[config.mk]
export PLATFORM = sky130hd
export DESIGN_NAME = fifo_ctrl
export DESIGN_NICKNAME = d
export VERILOG_FILES = /design/src/rtl/fifo_ctrl.sv
export SDC_FILE = /design/constraint.sdc
export NUM_CORES = 1
export LEC_CHECK = 0
export BUFFER_PORTS_ARGS = -buffer_cell sky130_fd_sc_hd__buf_2
export CELL_PAD_IN_SITES_DETAIL_PLACEMENT = 1
export CELL_PAD_IN_SITES_GLOBAL_PLACEMENT = 1
export CORE_AREA = 2 2 72 74
export DETAILED_ROUTE_END_ITERATION = 10
export DIE_AREA = 0 0 74 76
export GPL_ROUTABILITY_DRIVEN = 0
export PLACE_DENSITY = 0.67
export SETUP_SLACK_MARGIN = 0.4
export SLEW_MARGIN = 25
export SYNTH_ARGS = -nofsm -noshare
export SYNTH_HDL_FRONTEND = slang
export SYNTH_SLANG_ARGS = --single-unit
export TNS_END_PERCENT = 100
[constraint.sdc]
create_clock -name clk -period 4.5 [get_ports clk]
set_input_delay 0.45 -clock clk [delete_from_list [all_inputs] [get_ports clk]]
set_output_delay 0.45 -clock clk [all_outputs]
set_load 0.005 [all_outputs]
[src/rtl/fifo_ctrl.sv]
// Pointer/flag controller for the main FIFO RAM: write/read strobes, RAM addresses,
// occupancy and status flags, sequenced by a RESET/INIT/IDLE/ACTIVE/ERROR FSM.
module fifo_ctrl #(
  parameter int unsigned PTR_SIZE = 3
) (
  input  logic                clk,
  input  logic                reset,
  input  logic                init,
  input  logic [PTR_SIZE-1:0] th_afull,
  input  logic [PTR_SIZE-1:0] th_aempty,
  input  logic                push,
  input  logic                pop,
  output logic                mem_write,
  output logic                mem_read,
  output logic [PTR_SIZE-1:0] wr_ptr,
  output logic [PTR_SIZE-1:0] rd_ptr,
  output logic                valid_out,
  output logic [PTR_SIZE-1:0] count,
  output logic                full,
  output logic                empty,
  output logic                almost_full,
  output logic                almost_empty,
  output logic                error,
  output logic [2:0]          state
);

  // One RAM slot is always sacrificed, so usable depth is one short of the slot count.
  localparam int unsigned         DEPTH_USE = (1 << PTR_SIZE) - 1;
  localparam logic [PTR_SIZE-1:0] CNT_FULL  = PTR_SIZE'(DEPTH_USE);
  localparam logic [PTR_SIZE-1:0] PTR_ONE   = PTR_SIZE'(1);

  typedef enum logic [2:0] {
    S_RESET  = 3'd0,
    S_INIT   = 3'd1,
    S_IDLE   = 3'd2,
    S_ACTIVE = 3'd3,
    S_ERROR  = 3'd4
  } state_t;

  state_t              cur_state;
  state_t              nxt_state;
  logic [PTR_SIZE-1:0] th_af_q;
  logic [PTR_SIZE-1:0] th_ae_q;
  logic [PTR_SIZE-1:0] nxt_wr_ptr;
  logic [PTR_SIZE-1:0] nxt_rd_ptr;
  logic [PTR_SIZE-1:0] nxt_count;
  logic [PTR_SIZE-1:0] nxt_th_af;
  logic [PTR_SIZE-1:0] nxt_th_ae;
  logic                nxt_full;
  logic                nxt_empty;
  logic                nxt_afull;
  logic                nxt_aempty;
  logic                nxt_error;
  logic                clear;
  logic                op_en;
  logic                overflow;
  logic                underflow;

  // Strobes are combinational so the RAM sees them in the request cycle.
  assign op_en     = ((cur_state == S_IDLE) || (cur_state == S_ACTIVE)) && !reset && !init;
  assign mem_read  = op_en & pop & ~empty;
  assign mem_write = op_en & push & (~full | mem_read);
  assign overflow  = op_en & push & full & ~pop;
  assign underflow = op_en & pop & empty;
  assign state     = cur_state;

  // Next-state and next-datapath values.
  always_comb begin
    nxt_state  = cur_state;
    nxt_wr_ptr = wr_ptr;
    nxt_rd_ptr = rd_ptr;
    nxt_count  = count;
    nxt_th_af  = th_af_q;
    nxt_th_ae  = th_ae_q;
    nxt_error  = error;
    clear      = 1'b0;
    unique case (cur_state)
      S_RESET: nxt_state = S_INIT;
      S_INIT: begin
        nxt_th_af = th_afull;
        nxt_th_ae = th_aempty;
        clear     = 1'b1;
        if (!init) nxt_state = S_IDLE;
      end
      S_IDLE, S_ACTIVE: begin
        if (init) begin
          nxt_state = S_INIT;
          clear     = 1'b1;
        end else begin
          if (mem_write) nxt_wr_ptr = wr_ptr + PTR_ONE;
          if (mem_read)  nxt_rd_ptr = rd_ptr + PTR_ONE;
          if (mem_write && !mem_read)      nxt_count = count + PTR_ONE;
          else if (mem_read && !mem_write) nxt_count = count - PTR_ONE;
          // The non-offending op of an error cycle still lands; the offending one is dropped.
          if (overflow || underflow) begin
            nxt_state = S_ERROR;
            nxt_error = 1'b1;
          end else begin
            nxt_state = (nxt_count == '0) ? S_IDLE : S_ACTIVE;
          end
        end
      end
      S_ERROR: begin
        if (init) begin
          nxt_state = S_INIT;
          clear     = 1'b1;
        end
      end
      default: nxt_state = S_RESET;
    endcase
    if (clear) begin
      nxt_wr_ptr = '0;
      nxt_rd_ptr = '0;
      nxt_count  = '0;
      nxt_error  = 1'b0;
    end
    nxt_full   = (nxt_count == CNT_FULL);
    nxt_empty  = (nxt_count == '0);
    nxt_afull  = (nxt_count >= nxt_th_af);
    nxt_aempty = (nxt_count <= nxt_th_ae);
  end

  // FSM state register.
  always_ff @(posedge clk) begin
    if (reset) cur_state <= S_RESET;
    else       cur_state <= nxt_state;
  end

  // Pointers, occupancy, thresholds and registered flags.
  always_ff @(posedge clk) begin
    if (reset) begin
      wr_ptr       <= '0;
      rd_ptr       <= '0;
      count        <= '0;
      th_af_q      <= '0;
      th_ae_q      <= '0;
      full         <= 1'b0;
      empty        <= 1'b1;
      almost_full  <= 1'b0;
      almost_empty <= 1'b1;
      error        <= 1'b0;
      valid_out    <= 1'b0;
    end else begin
      wr_ptr       <= nxt_wr_ptr;
      rd_ptr       <= nxt_rd_ptr;
      count        <= nxt_count;
      th_af_q      <= nxt_th_af;
      th_ae_q      <= nxt_th_ae;
      full         <= nxt_full;
      empty        <= nxt_empty;
      almost_full  <= nxt_afull;
      almost_empty <= nxt_aempty;
      error        <= nxt_error;
      valid_out    <= mem_read;
    end
  end

endmodule

# --- Yosys cells after proc, flatten, opt, wreduce, memory -nomap -nowiden ---
# Index checks and enable logic that the tools add are counted.
totals:
  reg_bits: 24
  input_bits: 11
  out_inout_bits: 20
  word_cells: 74
classes:
  add_sub_neg: 4
  magnitude_cmp: 2
  n_eq_ne: 7
  muxes: 17
  bitwise: 12
  n_reduce_logical: 20
op_table:
  columns: ["operator", "count"]
  rows:
  - ["2-to-1 mux 3 bit", 13]
  - ["case mux 3 bit (4 select lines)", 1]
  - ["adder 3 x 1 -> 3 bit, second input constant", 3]
  - ["zero test 3 bit", 3]
  - ["AND reduction 3 bit", 3]
  - ["AND 1 bit", 7]
  - ["equality test 3 x 2 -> 1 bit, second input constant", 2]
  - ["equality test 3 bit, second input constant", 2]
  - ["logical AND 1 bit", 4]
  - ["zero test 1 bit", 4]
  - ["!= test 2 bit, second input constant", 2]
  - ["inverter 1 bit", 4]
  - ["OR reduction 2 bit", 2]
  - ["equality test 3 x 1 -> 1 bit, second input constant", 1]
  - ["greater-or-equal comparator 3 bit", 1]
  - ["<= comparator 3 bit", 1]
  - ["OR reduction 3 bit", 1]
  - ["subtractor 3 x 1 -> 3 bit, second input constant", 1]
  - ["logical OR 1 bit", 2]
  - ["2-to-1 mux 1 bit", 2]
  - ["case mux 1 bit (2 select lines)", 1]
  - ["AND reduction 2 bit", 1]
  - ["OR 1 bit", 1]

# --- Longest topological paths before layout ---
logic_depth:
  depth_word: 19
  depth_mapped: 11
  mapped_depth_nobuf: 11

# --- Worst setup path after synthesis ---
# Ideal clock, no wire load.
synth_path:
  path_type: "input -> register"
  start: "input port pop"
  end: "register almost_full"
  setup_time_ns: 0.115
  arrival_ns: 2.290
  required_time_ns: 4.385
  slack_ns: 2.095
  path_stages: 9
  n_path_buf: 1
  cell_sequence: "nand2b_1 buf_2 mux2_2 and2_1 o22ai_2 ha_1 nand2b_1 a31o_2 o21ba_2"
synth_via:
  elab_chain_cells: 14
  elab_cells_between_ends: 16
  classes_between: "1 x order compare; 7 x mux; 4 x bitwise; 4 x reduce/logical"
synth_rtl:
  columns: ["element", "line_no", "text"]
  rows:
  - ["start, declared", "12", "input logic pop,"]
  - ["AND 1 bit * (2 in series)", "61", "assign mem_read = op_en & pop & ~empty;"]
  - ["OR 1 bit", "62", "assign mem_write = op_en & push & (~full | mem_read);"]
  - ["AND 1 bit", "62", null]
  - ["zero test 1 bit", "93", "else if (mem_read && !mem_write) nxt_count = count - PTR_ONE;"]
  - ["logical AND 1 bit", "93", null]
  - ["2-to-1 mux 3 bit", "93", null]
  - ["2-to-1 mux 3 bit *", "92", "if (mem_write && !mem_read) nxt_count = count + PTR_ONE;"]
  - ["2-to-1 mux 3 bit *", "86", "if (init) begin"]
  - ["2-to-1 mux 3 bit *", "77", "unique case (cur_state)"]
  - ["2-to-1 mux 3 bit *", "86", null]
  - ["2-to-1 mux 3 bit *", "77", null]
  - ["2-to-1 mux 3 bit *", "111", "if (clear) begin"]
  - ["greater-or-equal comparator 3 bit *", "119", "nxt_afull = (nxt_count >= nxt_th_af);"]
  - ["end signal, assigned", "151", "almost_full <= nxt_afull;"]
  - ["end, declared", "21", "output logic almost_full,"]
# Mark *: on every way between the ends. The rest lies on a longest branch, timed or not. The select of a mux whose other input is x is not followed.
# A chain may end at the register's enable or synchronous reset.

# --- Worst setup path after layout ---
layout_path:
  start: "register empty"
  end: "register almost_full"
layout_via:
  elab_chain_cells: 14
  elab_cells_between_ends: 16
  classes_between: "1 x order compare; 7 x mux; 4 x bitwise; 4 x reduce/logical"
layout_rtl:
  columns: ["element", "line_no", "text"]
  rows:
  - ["start, declared", "20", "output logic empty,"]
  - ["start signal, assigned", "150", "empty <= nxt_empty;"]
  - ["inverter 1 bit *", "61", null]
  - ["AND 1 bit *", "61", null]
  - ["OR 1 bit", "62", null]
  - ["AND 1 bit", "62", null]
  - ["zero test 1 bit", "93", null]
  - ["logical AND 1 bit", "93", null]
  - ["2-to-1 mux 3 bit", "93", null]
  - ["2-to-1 mux 3 bit *", "92", null]
  - ["2-to-1 mux 3 bit *", "86", null]
  - ["2-to-1 mux 3 bit *", "77", null]
  - ["2-to-1 mux 3 bit *", "86", null]
  - ["2-to-1 mux 3 bit *", "77", null]
  - ["2-to-1 mux 3 bit *", "111", null]
  - ["greater-or-equal comparator 3 bit *", "119", null]
# Marked as above.

==> results.md <==
- Count of vias placed by the detailed router: 1162
- Top cells by count, synth: 24 x sky130_fd_sc_hd__dfxtp_1, 20 x sky130_fd_sc_hd__nor2_1, 10 x sky130_fd_sc_hd__nand2_1
- Via count of the first global-routing pass: 1124
- Die Y-Extent: 76 um
- Std-Cell Rows: 26
- Count of nets after finishing: 198
- Biggest fanout along the worst timing path: 9
- Synth top area cells: sky130_fd_sc_hd__dfxtp_1 34%, sky130_fd_sc_hd__ha_1 8.0%, sky130_fd_sc_hd__nor2_1 5.3%
- Hold_buf cts: 0
- Top flip-flop cell by instance count after synthesis: sky130_fd_sc_hd__dfxtp_1
- Share of flip-flops with an asynchronous set or reset: 0%
- Final sum of negative setup slack: 0 ns
- Number of hold violations in the final report: 0
- Element type at the critical path end: register
- Number of maximum-capacitance constraint violations: 0
- Cells after Synth: 150
- CP startpoint kind: register
- I/O pins: 31
- Period minus WS final: 2.64 ns
- Worst hold path type: in2reg
- P_leak: 0.697 nW
- IR Drop Worst-Case VDD: 0.133 mV
- Worst Hold Slack: 0.468 ns
- Core area: 4910 sq um
- Largest buffer count on any clock path: 2
- Post-CTS sizing: 0
- Internal power summed over all cells: 323 uW
- Worst slew pin tran: 0.582 ns
- Fin Clk Skew: 0.00282 ns
- Fmax: 0.379 GHz
- Tot GR Track Use: 11.9%
- Part of the total power dissipated in combinational logic: 13.0%
- Number of synthesis warnings: 0
- Number of routed nets with antenna violations: 0
- Count of unique library cells instantiated by Yosys: 48
- Cell area after synthesis: 1410 sq um
- Slew Viols, Final: 0
- Clock share of power: 34.2%
- Worst slew margin: 61.0%
- Root buf cell: sky130_fd_sc_hd__clkbuf_8
- Total detailed-routing wirelength: 3160 um
- Routed wire per std cell: 12.8 um
- CP arrival: 2.80 ns
- GR Overflow Total: 0
- Ratio of total power to cell area: 256 nW/um^2
- H-Tree Level Count: 1
- Worst Reg-to-Reg Cells: 8
- Share of the synthesized area in the top cell type: 34.0%
- CTS tree: built
- Biggest area consumer among synthesized cells: sky130_fd_sc_hd__dfxtp_1
- Number of search-and-repair iterations in the first detailed-routing pass: 4
- Switch Pwr: 99.6 uW
- Die footprint: 5620 sq um
- Clock slew at the register clock pins of the worst setup and hold paths: 0.08 ns
- Unrepaired setup endpoints after global routing: false
- Reg-to-reg slack, setup: 1.86 ns
- Average cell area after synthesis: 9.42 sq um
- Final-report setup violation count: 0
- Dominant cell by count in the synthesized netlist: sky130_fd_sc_hd__dfxtp_1
- Part of the Yosys area used for sequential elements: 34.0%
- Placed wire-length estimate: 2480 um
- Required time of the critical path: 4.66 ns
- Layout cells sized above 1: 28.2%
- Antenna violations before repair: 0
- Diode insertion count for antenna repair: 0
- Startpoint of the lowest-slack register-to-register path: empty
- Number of clock sinks seen by CTS: 24
- Clock latency on the worst-skew pair: 0.26 ns
- Setup CP Type: reg2reg
- Sw Share: 23.6%
- End point of the critical path: almost_full
- Detailed Route Iter0 Violations: 41
- Overall die width: 74 um
- CTS Buf Count: 3
- Critical path startpoint: empty
- Largest net degree at the start of global routing: 21
- Wire length of the first global-routing pass: 5320 um
- Count of flip-flops with a built-in enable after synthesis: 0
- Area added between synthesis and finish: 16.7%
- Fraction of power consumed by sequential logic: 52.9%
- Post-route clock period utilization: 58.6%
- Number of nets produced by synthesis: 170
- Number of vias per cell after detailed routing: 4.70
- Count of buffers inserted at the top-level ports: 30
- # Post-CTS Setup Buffers: 0
- R2r endpoint: almost_full
- Status: completed
- Starting utilization of the core area: 28.8%
- Count of state elements after synthesis: 24
- Remaining routing DRC violations: 0
[per-stage QoR]
stage / utilization (%) / area, sq um / cells / worst slack [ns] / power [mW]
floorplan: - / 1410 / 150 / 2.10 / 0.268
finish: 33.5 / 1650 / 247 / 1.86 / 0.422
CTS: 33.5 / 1650 / 247 / 1.85 / 0.434
global placement: 32.4 / 1590 / 243 / 1.68 / 0.283
global route: 33.5 / 1650 / 247 / 1.67 / 0.451
detailed placement: 32.4 / 1590 / 243 / 1.70 / 0.284
[cells by family after synthesis]
kind of cell / count (synthesis) / synth area share (%)
fa+ha+maj: 9 / 7.97
mux: 10 / 7.35
compound gates: 35 / 19.0
simple gates: 53 / 22.9
buf+inv: 15 / 6.20
flops: 24 / 34.0
xor+xnor: 4 / 2.48
[power by group through the flow]
stage / logic [mW] / clock network, mW / registers, mW
3_3_place_gp: 0.0547 / 0 / 0.228
2_1_floorplan: 0.0406 / 0 / 0.227
6_report: 0.0548 / 0.144 / 0.223
4_1_cts: 0.0561 / 0.154 / 0.223
5_1_grt: 0.0622 / 0.164 / 0.224
3_5_place_dp: 0.0558 / 0 / 0.228
[sequential cells by signal (all words and copies together) (netlist names), 3 cells and up]
signal and count:
rd_ptr 3, th_af_q 3, th_ae_q 3, wr_ptr 3, state 3, count 3
[area by class of cell]
class / count / area, sq um
Multi-Input combinational cell: 111 / 845
Inverter: 8 / 30.0
Fill cell: 587 / 3260
Timing Repair Buffer: 30 / 150
Tap cell: 70 / 87.6
Clock buffer: 4 / 55.1
Sequential cell: 24 / 480
[worst min path at each step]
stage                            start         end  slack [ns]  depth (start not counted)
after detailed placement         error       error        0.49                          2
after floorplan                  error       error        0.46                          2
final                     th_aempty[2]  th_ae_q[2]        0.47                          3
after CTS                 th_aempty[2]  th_ae_q[2]        0.46                          3
after global routing      th_aempty[1]  th_ae_q[1]        0.50                          3
after global placement           error       error        0.46                          2
[worst max-delay path: stages, from the launching register on]
cell,delay [ns]
sky130_fd_sc_hd__dfxtp_1,0.42
sky130_fd_sc_hd__nand2b_1,0.37
sky130_fd_sc_hd__mux2_2,0.40
sky130_fd_sc_hd__and2_1,0.18
sky130_fd_sc_hd__o22ai_2,0.30
sky130_fd_sc_hd__ha_1,0.29
sky130_fd_sc_hd__nand2b_1,0.16
sky130_fd_sc_hd__a31o_2,0.24
sky130_fd_sc_hd__o21ba_2,0.19
[layout by cell type (no fill, tap or decap), types with 2 or more instances in the layout]
cell type,netlist,final
sky130_fd_sc_hd__a211oi_1,2,2
sky130_fd_sc_hd__a21oi_1,7,7
sky130_fd_sc_hd__a31o_2,3,3
sky130_fd_sc_hd__a31oi_1,2,2
sky130_fd_sc_hd__buf_2,1,30
sky130_fd_sc_hd__clkbuf_8,0,4
sky130_fd_sc_hd__dfxtp_1,24,24
sky130_fd_sc_hd__ha_1,9,9
sky130_fd_sc_hd__inv_1,8,8
sky130_fd_sc_hd__mux2_2,3,3
sky130_fd_sc_hd__mux2i_1,7,7
sky130_fd_sc_hd__nand2_1,10,10
sky130_fd_sc_hd__nand2b_1,2,2
sky130_fd_sc_hd__nand3_1,2,2
sky130_fd_sc_hd__nor2_1,20,20
sky130_fd_sc_hd__nor2b_1,4,4
sky130_fd_sc_hd__nor4_4,2,2
sky130_fd_sc_hd__o211a_1,2,2
sky130_fd_sc_hd__o21ai_0,6,6
sky130_fd_sc_hd__xnor2_1,2,2
sky130_fd_sc_hd__xor2_1,2,2
[routing by layer]
layer  GRT usage, %  up-vias  share of wire (%)
met5              0        -                  0
met2           19.6       29                 47
met3           2.91        2                4.0
li1               -      586                  -
met4           2.73        0               0.44
met1           15.4      545                 48
(Power assumes the default switching activity.)
